[src/rtl/vend_ctrl_multi_if.sv]
// Front-end <-> vending controller bus.
// Parameters : CREDIT_W (credit/change width), NUM_ITEMS (product count).
// master : coin acceptor / keypad side, drives coin_valid, coin_code, sel_valid, sel_id, cancel;
//          observes coin_reject, sel_nack, vend_valid, vend_id, change_valid, change_amt, credit, sold_out.
// slave  : controller side, the mirror image of master.
interface vend_ctrl_multi_if #(
    parameter int unsigned CREDIT_W  = 8,
    parameter int unsigned NUM_ITEMS = 4
);
    localparam int unsigned IW = (NUM_ITEMS > 1) ? $clog2(NUM_ITEMS) : 1;

    logic                 coin_valid;
    logic [1:0]           coin_code;
    logic                 sel_valid;
    logic [IW-1:0]        sel_id;
    logic                 cancel;
    logic                 coin_reject;
    logic                 sel_nack;
    logic                 vend_valid;
    logic [IW-1:0]        vend_id;
    logic                 change_valid;
    logic [CREDIT_W-1:0]  change_amt;
    logic [CREDIT_W-1:0]  credit;
    logic [NUM_ITEMS-1:0] sold_out;

    modport master (
        output coin_valid, coin_code, sel_valid, sel_id, cancel,
        input  coin_reject, sel_nack, vend_valid, vend_id,
        input  change_valid, change_amt, credit, sold_out
    );

    modport slave (
        input  coin_valid, coin_code, sel_valid, sel_id, cancel,
        output coin_reject, sel_nack, vend_valid, vend_id,
        output change_valid, change_amt, credit, sold_out
    );
endinterface

[src/rtl/vend_ctrl_multi.sv]
// Multi-product vending controller: accumulates coin credit, sells NUM_ITEMS
// products at a common PRICE, tracks per-item stock, pays change and refunds.
// Ports: clk, reset (synchronous, active-high), bus (vend_ctrl_multi_if.slave).
// All bus outputs are registered; sold_out is derived from the next stock value.
// Optional feature macro VEND_MULTI_CREDIT_EN: leftover credit after a vend is
// kept (return to CREDIT) instead of being refunded through CHANGE.
module vend_ctrl_multi #(
    parameter int unsigned CREDIT_W   = 8,
    parameter int unsigned NUM_ITEMS  = 4,
    parameter int unsigned STOCK_W    = 4,
    parameter int unsigned STOCK_INIT = 8,
    parameter int unsigned PRICE      = 15,
    parameter int unsigned MAX_CREDIT = 95,
    parameter int unsigned COIN1_VAL  = 5,
    parameter int unsigned COIN2_VAL  = 10,
    parameter int unsigned COIN3_VAL  = 25
) (
    input logic               clk,
    input logic               reset,
    vend_ctrl_multi_if.slave  bus
);
    localparam int unsigned IW    = (NUM_ITEMS > 1) ? $clog2(NUM_ITEMS) : 1;
    localparam int unsigned SUM_W = CREDIT_W + 1;

    if (longint'(MAX_CREDIT) >= (64'd1 << CREDIT_W)) begin : g_bad_max
        $error("MAX_CREDIT does not fit in CREDIT_W bits");
    end
    if (PRICE > MAX_CREDIT) begin : g_bad_price
        $error("PRICE exceeds MAX_CREDIT");
    end

    typedef enum logic [1:0] {S_IDLE, S_CREDIT, S_VEND, S_CHANGE} state_t;

    state_t               state_q, state_d;
    logic [CREDIT_W-1:0]  credit_q, credit_d;
    logic [STOCK_W-1:0]   stock_q [NUM_ITEMS];
    logic [STOCK_W-1:0]   stock_d [NUM_ITEMS];
    logic                 coin_reject_q, coin_reject_d;
    logic                 sel_nack_q, sel_nack_d;
    logic                 vend_valid_q, vend_valid_d;
    logic [IW-1:0]        vend_id_q, vend_id_d;
    logic                 change_valid_q, change_valid_d;
    logic [CREDIT_W-1:0]  change_amt_q, change_amt_d;
    logic [NUM_ITEMS-1:0] sold_out_q, sold_out_d;

    logic [CREDIT_W-1:0]  coin_val;
    logic [SUM_W-1:0]     credit_sum;
    logic                 coin_ok;
    logic                 sel_in_range;
    logic                 sel_ok;

    // Coin decode and acceptance; a coin loses to a cancel or select in the same cycle.
    always_comb begin
        coin_val = '0;
        case (bus.coin_code)
            2'd1:    coin_val = CREDIT_W'(COIN1_VAL);
            2'd2:    coin_val = CREDIT_W'(COIN2_VAL);
            2'd3:    coin_val = CREDIT_W'(COIN3_VAL);
            default: coin_val = '0;
        endcase
        credit_sum = SUM_W'(credit_q) + SUM_W'(coin_val);
        coin_ok    = bus.coin_valid && !bus.cancel && !bus.sel_valid &&
                     (bus.coin_code != 2'd0) && (credit_sum <= SUM_W'(MAX_CREDIT));
    end

    // Selection is only possible with credit on hand (never from IDLE).
    always_comb begin
        sel_in_range = 32'(bus.sel_id) < NUM_ITEMS;
        sel_ok       = (state_q == S_CREDIT) && sel_in_range &&
                       (credit_q >= CREDIT_W'(PRICE)) &&
                       (stock_q[bus.sel_id] != '0);
    end

    // Next-state and registered-output logic.
    always_comb begin
        state_d        = state_q;
        credit_d       = credit_q;
        stock_d        = stock_q;
        coin_reject_d  = 1'b0;
        sel_nack_d     = 1'b0;
        vend_valid_d   = 1'b0;
        vend_id_d      = vend_id_q;
        change_valid_d = 1'b0;
        change_amt_d   = change_amt_q;
        sold_out_d     = '0;

        case (state_q)
            S_IDLE, S_CREDIT: begin
                if (bus.cancel) begin
                    if (state_q == S_CREDIT) begin
                        state_d        = S_CHANGE;
                        change_valid_d = 1'b1;
                        change_amt_d   = credit_q;
                        credit_d       = '0;
                    end
                end else if (bus.sel_valid) begin
                    if (sel_ok) begin
                        state_d             = S_VEND;
                        vend_valid_d        = 1'b1;
                        vend_id_d           = bus.sel_id;
                        credit_d            = credit_q - CREDIT_W'(PRICE);
                        stock_d[bus.sel_id] = stock_q[bus.sel_id] - STOCK_W'(1);
                    end else begin
                        sel_nack_d = 1'b1;
                    end
                end else if (coin_ok) begin
                    state_d  = S_CREDIT;
                    credit_d = credit_q + coin_val;
                end
                coin_reject_d = bus.coin_valid && !coin_ok;
            end
            S_VEND: begin
                coin_reject_d = bus.coin_valid;
                if (credit_q == '0) begin
                    state_d = S_IDLE;
                end else begin
`ifdef VEND_MULTI_CREDIT_EN
                    state_d = S_CREDIT;
`else
                    state_d        = S_CHANGE;
                    change_valid_d = 1'b1;
                    change_amt_d   = credit_q;
                    credit_d       = '0;
`endif
                end
            end
            S_CHANGE: begin
                coin_reject_d = bus.coin_valid;
                state_d       = S_IDLE;
            end
            default: state_d = S_IDLE;
        endcase

        for (int unsigned i = 0; i < NUM_ITEMS; i++) begin
            sold_out_d[i] = (stock_d[i] == '0);
        end
    end

    // State and output registers; reset discards credit and reloads stock.
    always_ff @(posedge clk) begin
        if (reset) begin
            state_q        <= S_IDLE;
            credit_q       <= '0;
            for (int unsigned i = 0; i < NUM_ITEMS; i++) begin
                stock_q[i] <= STOCK_W'(STOCK_INIT);
            end
            coin_reject_q  <= 1'b0;
            sel_nack_q     <= 1'b0;
            vend_valid_q   <= 1'b0;
            vend_id_q      <= '0;
            change_valid_q <= 1'b0;
            change_amt_q   <= '0;
            sold_out_q     <= '0;
        end else begin
            state_q        <= state_d;
            credit_q       <= credit_d;
            stock_q        <= stock_d;
            coin_reject_q  <= coin_reject_d;
            sel_nack_q     <= sel_nack_d;
            vend_valid_q   <= vend_valid_d;
            vend_id_q      <= vend_id_d;
            change_valid_q <= change_valid_d;
            change_amt_q   <= change_amt_d;
            sold_out_q     <= sold_out_d;
        end
    end

    assign bus.coin_reject  = coin_reject_q;
    assign bus.sel_nack     = sel_nack_q;
    assign bus.vend_valid   = vend_valid_q;
    assign bus.vend_id      = vend_id_q;
    assign bus.change_valid = change_valid_q;
    assign bus.change_amt   = change_amt_q;
    assign bus.credit       = credit_q;
    assign bus.sold_out     = sold_out_q;
endmodule

[src/flat_wrapper.sv]
// flat-port wrapper written by rule: the top's interface ports become plain ports
module vend_ctrl_multi_flat 
#(
    parameter int unsigned CREDIT_W   = 8,
    parameter int unsigned NUM_ITEMS  = 4,
    parameter int unsigned STOCK_W    = 4,
    parameter int unsigned STOCK_INIT = 8,
    parameter int unsigned PRICE      = 15,
    parameter int unsigned MAX_CREDIT = 95,
    parameter int unsigned COIN1_VAL  = 5,
    parameter int unsigned COIN2_VAL  = 10,
    parameter int unsigned COIN3_VAL  = 25
)
  (clk, reset, bus_coin_valid, bus_coin_code, bus_sel_valid, bus_sel_id, bus_cancel, bus_coin_reject, bus_sel_nack, bus_vend_valid, bus_vend_id, bus_change_valid, bus_change_amt, bus_credit, bus_sold_out);
  vend_ctrl_multi_if #(.CREDIT_W(CREDIT_W), .NUM_ITEMS(NUM_ITEMS)) bus_i ();
  input logic clk;
  input logic reset;
  input wire logic [$bits(bus_i.coin_valid)-1:0] bus_coin_valid;
  input wire logic [$bits(bus_i.coin_code)-1:0] bus_coin_code;
  input wire logic [$bits(bus_i.sel_valid)-1:0] bus_sel_valid;
  input wire logic [$bits(bus_i.sel_id)-1:0] bus_sel_id;
  input wire logic [$bits(bus_i.cancel)-1:0] bus_cancel;
  output wire logic [$bits(bus_i.coin_reject)-1:0] bus_coin_reject;
  output wire logic [$bits(bus_i.sel_nack)-1:0] bus_sel_nack;
  output wire logic [$bits(bus_i.vend_valid)-1:0] bus_vend_valid;
  output wire logic [$bits(bus_i.vend_id)-1:0] bus_vend_id;
  output wire logic [$bits(bus_i.change_valid)-1:0] bus_change_valid;
  output wire logic [$bits(bus_i.change_amt)-1:0] bus_change_amt;
  output wire logic [$bits(bus_i.credit)-1:0] bus_credit;
  output wire logic [$bits(bus_i.sold_out)-1:0] bus_sold_out;
  assign bus_i.coin_valid = bus_coin_valid;
  assign bus_i.coin_code = bus_coin_code;
  assign bus_i.sel_valid = bus_sel_valid;
  assign bus_i.sel_id = bus_sel_id;
  assign bus_i.cancel = bus_cancel;
  assign bus_coin_reject = bus_i.coin_reject;
  assign bus_sel_nack = bus_i.sel_nack;
  assign bus_vend_valid = bus_i.vend_valid;
  assign bus_vend_id = bus_i.vend_id;
  assign bus_change_valid = bus_i.change_valid;
  assign bus_change_amt = bus_i.change_amt;
  assign bus_credit = bus_i.credit;
  assign bus_sold_out = bus_i.sold_out;
  vend_ctrl_multi #(.CREDIT_W(CREDIT_W), .NUM_ITEMS(NUM_ITEMS), .STOCK_W(STOCK_W), .STOCK_INIT(STOCK_INIT), .PRICE(PRICE), .MAX_CREDIT(MAX_CREDIT), .COIN1_VAL(COIN1_VAL), .COIN2_VAL(COIN2_VAL), .COIN3_VAL(COIN3_VAL)) u_core (.clk(clk), .reset(reset), .bus(bus_i));
endmodule
[config.mk]
export PLATFORM = sky130hd
export DESIGN_NAME = vend_ctrl_multi_flat
export DESIGN_NICKNAME = d
export VERILOG_FILES = /design/src/rtl/vend_ctrl_multi_if.sv /design/src/rtl/vend_ctrl_multi.sv /design/src/flat_wrapper.sv
export SDC_FILE = /design/constraint.sdc
export NUM_CORES = 1
export LEC_CHECK = 0
export ABC_AREA = 1
export ABC_CLOCK_PERIOD_IN_PS = 2460
export CORE_ASPECT_RATIO = 1.4
export CORE_UTILIZATION = 35
export DETAILED_ROUTE_END_ITERATION = 7
export PLACE_DENSITY = 0.59
export SETUP_SLACK_MARGIN = 0.5
export SYNTH_ARGS = -nofsm -noshare
export SYNTH_HDL_FRONTEND = slang
export SYNTH_SLANG_ARGS = --single-unit
[constraint.sdc]
create_clock -name clk -period 2.46 [get_ports clk]
set_input_delay 0.492 -clock clk [delete_from_list [all_inputs] [get_ports clk]]
set_output_delay 0.492 -clock clk [all_outputs]
set_load 0.01 [all_outputs]
# --- After elaboration in Yosys (flattened, before gate mapping) ---
# Index checks and enable logic that the tools add are counted.
totals:
  latchBits: 0
  output_inout_bits: 26
  mem_count: 0
  mem_bits_ro: 0
  regBits: 44
  ramBits: 0
  in_bits: 9
classes:
  n_lt_le_gt_ge: 4
  muxes: 36
  n_div: 0
  shift: 0
  eq_ne: 12
  add_sub_neg: 4
  n_mul: 0
  bitwise_logic: 4
  n_reduce_logical: 27
op_table:
  columns: ["operator", "n"]
  rows:
  - ["8-bit 2-to-1 mux", 9]
  - ["16-bit 2-to-1 mux", 4]
  - ["8-bit case mux with 2 select lines", 2]
  - ["16-bit bitwise mux", 1]
  - ["4-bit logical NOT", 4]
  - ["5-bit case mux with 3 select lines", 1]
  - ["2-bit 2-to-1 mux", 6]
  - ["4-bit 2-to-1 mux", 3]
  - ["8-bit by 5-bit adder with 9-bit output", 1]
  - ["9-bit by 7-bit <= comparator with 1-bit output (second input constant)", 1]
  - ["8-bit by 5-bit adder with 8-bit output", 1]
  - ["4-bit binary-select mux with 2-bit select", 1]
  - ["4-bit demux with 2-bit select", 1]
  - ["2-bit == test (second input constant)", 4]
  - ["8-bit by 4-bit greater-or-equal comparator with 1-bit output (second input constant)", 1]
  - ["1-bit logical AND", 8]
  - ["8-bit logical NOT", 1]
  - ["4-bit by 3-bit inequality test with 1-bit output (second input constant)", 2]
  - ["4-bit AND reduction", 2]
  - ["8-bit by 4-bit subtractor with 8-bit output (second input constant)", 1]
  - ["2-bit case mux with 3 select lines", 1]
  - ["1-bit 2-to-1 mux", 5]
  - ["5-bit AND reduction", 1]
  - ["2-bit by 1-bit == test with 1-bit output (second input constant)", 2]
  - ["other kinds (16)", 24]

# --- Longest topological paths before layout ---
logic_depth:
  depth_word: 11
  ltp_mapped: 17
  mapped_depth_nobuf: 17

# --- Worst setup path before layout ---
# Ideal clock, no wire load.
synth_path:
  kind: "input to register"
  from: "input port bus_coin_code[0]"
  to: "register u_core.credit_q[7] (netlist: u_core.bus.credit[7])"
  required_time_ps: 2349
  stages: 16
  setup_time_ps: 111
  arrival_time_ps: 2120
  path_slack_ps: 229
  path_buffers: 1
  path_cell_list: "clkbuf_1 > ha_1 > fa_1 > nand2_1 > nand2_1 > nand3_1 > nand2_1 > nand2_1 > nand2_1 > nand2_1 > nand2_1 > nand2_1 > nand3_2 > nand2_4 > and2_1 > nor2_1"
synth_via:
  elab_chain_cells: 7
  elab_cells_between_ends: 16
synth_rtl:
  columns: ["item", "line", "text"]
  rows:
  - ["from (decl)", "flat_wrapper.sv:19", "input wire logic [$bits(bus_i.coin_code)-1:0] bus_coin_code;"]
  - ["2-bit == test / 2-bit by 1-bit == test with 1-bit output (equally long branches)", "vend_ctrl_multi.sv:55", "case (bus.coin_code)"]
  - ["5-bit case mux with 3 select lines", "vend_ctrl_multi.sv:55", null]
  - ["8-bit by 5-bit adder with 9-bit output / 8-bit by 5-bit adder with 8-bit output (equally long branches)", "vend_ctrl_multi.sv:61, vend_ctrl_multi.sv:108", null]
  - ["9-bit by 7-bit <= comparator with 1-bit output / 8-bit 2-to-1 mux (equally long branches)", "vend_ctrl_multi.sv:63, vend_ctrl_multi.sv:106", null]
  - ["1-bit logical AND / 8-bit 2-to-1 mux (equally long branches)", "vend_ctrl_multi.sv:63, vend_ctrl_multi.sv:96", null]
  - ["4-bit by 3-bit inequality test with 1-bit output (no source line) / 8-bit 2-to-1 mux (equally long branches)", null, null]
  - ["5-bit AND reduction (no source line) / 8-bit case mux with 2 select lines (equally long branches)", null, null]
  - ["to (signal assigned)", "vend_ctrl_multi.sv:156", "credit_q <= credit_d;"]
  - ["to (decl)", "vend_ctrl_multi.sv:35", "logic [CREDIT_W-1:0] credit_q, credit_d;"]
# Parallel ways exist; a longest one is shown, timed or not. The select of a mux whose other input is x is not followed.
# A chain may end at the register's enable or synchronous reset.

# --- Worst setup path after layout ---
layout_path:
  from: "register u_core.credit_q[0] (netlist: u_core.bus.credit[0])"
  to: "register u_core.credit_q[7] (netlist: u_core.bus.credit[7])"
layout_via:
  elab_chain_cells: 5
  elab_cells_between_ends: 18
layout_rtl:
  columns: ["item", "line", "text"]
  rows:
  - ["8-bit by 5-bit adder with 9-bit output, or another cell as far along", "vend_ctrl_multi.sv:61", "credit_sum = SUM_W'(credit_q) + SUM_W'(coin_val);"]
  - ["9-bit by 7-bit <= comparator with 1-bit output, or another cell as far along", "vend_ctrl_multi.sv:63", "(bus.coin_code != 2'd0) && (credit_sum <= SUM_W'(MAX_CREDIT));"]
  - ["1-bit logical AND, or another cell as far along", "vend_ctrl_multi.sv:63", null]
  - ["4-bit by 3-bit inequality test with 1-bit output (no source line) / 8-bit 2-to-1 mux (equally long branches)", null, null]
  - ["5-bit AND reduction (no source line) / 8-bit case mux with 2 select lines (equally long branches)", null, null]
# Parallel ways exist; a longest one is shown, timed or not. The select of a mux whose other input is x is not followed.

==> results.json <==
{
  "worst-path-max-fanout": 5,
  "syn_inst": 377,
  "r2r-start": "u_core.bus.credit[0]",
  "synth_nets": 395,
  "cp.arrival_ps": 2200,
  "r2r_cells": 15,
  "whs_ps": 473,
  "grt.total_usage_pct": 20.2,
  "synth_seq_cells": 44,
  "grt_pass1_wl_mm": 11.6,
  "ant_nets": 0,
  "die_w_um": 74.3,
  "clock_latency_ps": 290,
  "antenna_found_initial": 0,
  "vias_per_cell": 4.86,
  "drt_iter0_markers": 92,
  "die_area_um2": 7670,
  "wl_mm": 7.36,
  "cp-endpoint": "u_core.bus.credit[7]",
  "crit_path_top_delay_cell": "dfxtp_4",
  "htreeDepth": 2,
  "tightestPinTransition_ps": 671,
  "hpwl_mm": 5.37,
  "syn_to_final_growth_pct": 45.3,
  "crit_path_start": "u_core.bus.credit[0]",
  "ys_seq_area_share_pct": 34.4,
  "async_reset_ff_share_pct": 0,
  "rsz0062_at_grt": "true",
  "crit_type": "reg2reg",
  "path_cells": "ha_4 > fa_2 > nand2_2 > nand2_4 > nand3_2 > nand2_1 > nand2_1 > nand2_2 > nand2_2 > nand2_2 > nand2_2 > nand3_4 > nand2_4 > and2_1 > nor2_1",
  "avgSynthCellArea_um2": 6.80,
  "critical-path-top-delay-family": "simple AND/OR/NAND/NOR gates",
  "hold_class": "reg2reg",
  "startpoint_type": "register",
  "die_h_um": 103,
  "min_period_over_period_pct": 81.5,
  "netlist_area_um2": 2560,
  "cpPeakStageDelay_ps": 370,
  "cts_made_buffers": 5,
  "place_area_um2": 3310,
  "synth_top_area_cell": "dfxtp_1",
  "final_util_pct": 53.0,
  "fin_skew_ps": 5.19,
  "ff2ff_setup_slack_ps": 450,
  "wire_per_inst_um": 13.3,
  "antenna_cells": 0,
  "yosys_warnings": 0,
  "crit_cells": 15,
  "start_util_pct": 36.5,
  "fmax_ghz": 0.499,
  "clock-root-buffer": "clkbuf_8",
  "critical_path_buf_inv_count": 0,
  "rows": 36,
  "yosys-top-cells-count": "nand2_1, nor2_1, dfxtp_1, inv_1, nand3_1",
  "fin_nets": 477,
  "synthFlopType": "dfxtp_1",
  "drv_cap": 0,
  "maxSlewHeadroom_pct": 55.2,
  "io_buffers": 34,
  "firstDrtPassIters": 5,
  "clockBufferDepth": 2,
  "setup_tns_ps": 0,
  "grt-ovfl-total": 0,
  "synth_most_common_cell": "nand2_1",
  "power_density_nw_per_um2": 584,
  "drive_above_1_share_pct": 30.7,
  "dp_worst_setup_slack_ps": -395,
  "grt_max_degree": 21,
  "stdcell_area_um2": 3720,
  "status": "completed",
  "hold_viol": 0,
  "timing.final.ws_setup_ps": 455,
  "cts.sinks": 44,
  "synth_top_area_share_pct": 34.4,
  "pin_count": 35,
  "clkTransAtPathRegs_ps": 90,
  "drc": 0,
  "path_common_cell": "nand2_2",
  "hold_buffers": 0,
  "r2r-end": "u_core.bus.credit[7]",
  "num_vias": 2700,
  "cts_tree": "yes",
  "synth_area_leaders": "dfxtp_1, nand2_1, nor2_1, nand3_1, inv_1",
  "maxSlewViolCount": 0,
  "yosysUniqueCellTypes": 43,
  "core_um2": 7030,
  "setup_viol_count_final": 0,
  "worstPathRequired_ps": 2650,
  "gp_congestion": 0.856,
  "p_leak_nw": 1.72,
  "grt_pass1_vias": 2601,
  "ir_drop_mv": 0.296,
  "crit_path_end_kind": "register",
  "synth_edf_count": 0,
  "fin_crit_ps": 2010
}
==> state kept, by name (all words and copies together) (netlist names) <==
signal,cells
u_core.stock_q,16
u_core.bus.change_amt,8
u_core.bus.credit,8
u_core.bus.sold_out,4
u_core.bus.vend_id,2
u_core.state_q,2
u_core.bus.change_valid,1
u_core.bus.coin_reject,1
u_core.bus.sel_nack,1
u_core.bus.vend_valid,1
==> timing repair <==
item	CTS	global route
buffers inserted	9	7
cloned	2	0
pin swaps	21	27
gates resized for setup	42	33
setup endpoints to repair	39	36
==> metrics by stage <==
stage                     power (mW)  cells
after floorplan                 1.30    377
after global placement          1.60    529
after detailed placement        1.61    529
after CTS                       2.14    548
after global routing            2.32    555
final                           2.17    555
==> cell type report <==
type / instances / area [µm²]
sequential: 44 / 892
multi-input combinational: 278 / 1690
tap: 95 / 119
timing repair buffer: 83 / 744
clock inverter: 1 / 7.51
inverter: 47 / 186
fill: 721 / 3300
clock buffer: 7 / 86.3
==> worst register-to-register path, delay by kind of cell (launching register included) <==
family / cells / cell delay (ps)
AND/OR/NAND/NOR: 13 / 1030
adder cells (fa/ha/maj): 2 / 500
flip-flops: 1 / 370
==> how the worst min path moves through the flow <==
stage | startpoint | endpoint | slack (ps) | cells past startpoint
global placement | u_core.bus.vend_id[1] | u_core.bus.vend_id[1] | 450 | 2
finish | u_core.bus.vend_id[1] | u_core.bus.vend_id[1] | 470 | 2
CTS | u_core.bus.vend_id[1] | u_core.bus.vend_id[1] | 480 | 2
detailed placement | u_core.bus.vend_id[1] | u_core.bus.vend_id[1] | 470 | 2
floorplan | u_core.stock_q[15] | u_core.stock_q[15] | 450 | 2
global route | u_core.bus.vend_id[0] | u_core.bus.vend_id[0] | 490 | 2
==> report_power, final <==
| part | internal [mW] | total [mW] | switching [mW] |
|---|---|---|---|
| combinational | 0.393 | 0.838 | 0.445 |
| sequential | 0.781 | 0.860 | 0.0790 |
| clock | 0.229 | 0.477 | 0.248 |
==> placed cells by master, fill, tap and decap left out, types with 6 or more instances in the layout <==
master and instances:
nand2_1 71, nor2_1 49, buf_4 43, dfxtp_1 39
inv_1 35, clkdlybuf4s50_1 30, nand3_1 24, a21oi_1 22
nand2_2 15, o21ai_0 13, inv_2 10, o21ai_1 10
nor2_2 9, buf_6 9, nor2_4 6, clkbuf_8 6
==> cell families (layout without fill, tap and decap cells) <==
| logic type | after synthesis | in the layout | synth area share, % |
|---|---|---|---|
| xor gates and xnor gates | 5 | 5 | 1.71 |
| and+or+nand+nor | 199 | 201 | 35.7 |
| buffers and inverters | 57 | 138 | 9.18 |
| adders and majority gates | 9 | 9 | 4.69 |
| AOI/OAI and AO/OA | 63 | 63 | 14.3 |
| DFF | 44 | 44 | 34.4 |
==> metal layers <==
layer / global-route usage [%] / wire length (µm) / vias up
met2: 39.5 / 4060 / 68
li1: - / - / 1384
met3: 2.91 / 177 / 23
met4: 9.87 / 267 / 0
met1: 20.3 / 2860 / 1225
met5: 0 / 0 / -
Note: power is estimated with default switching activity, not from simulation.
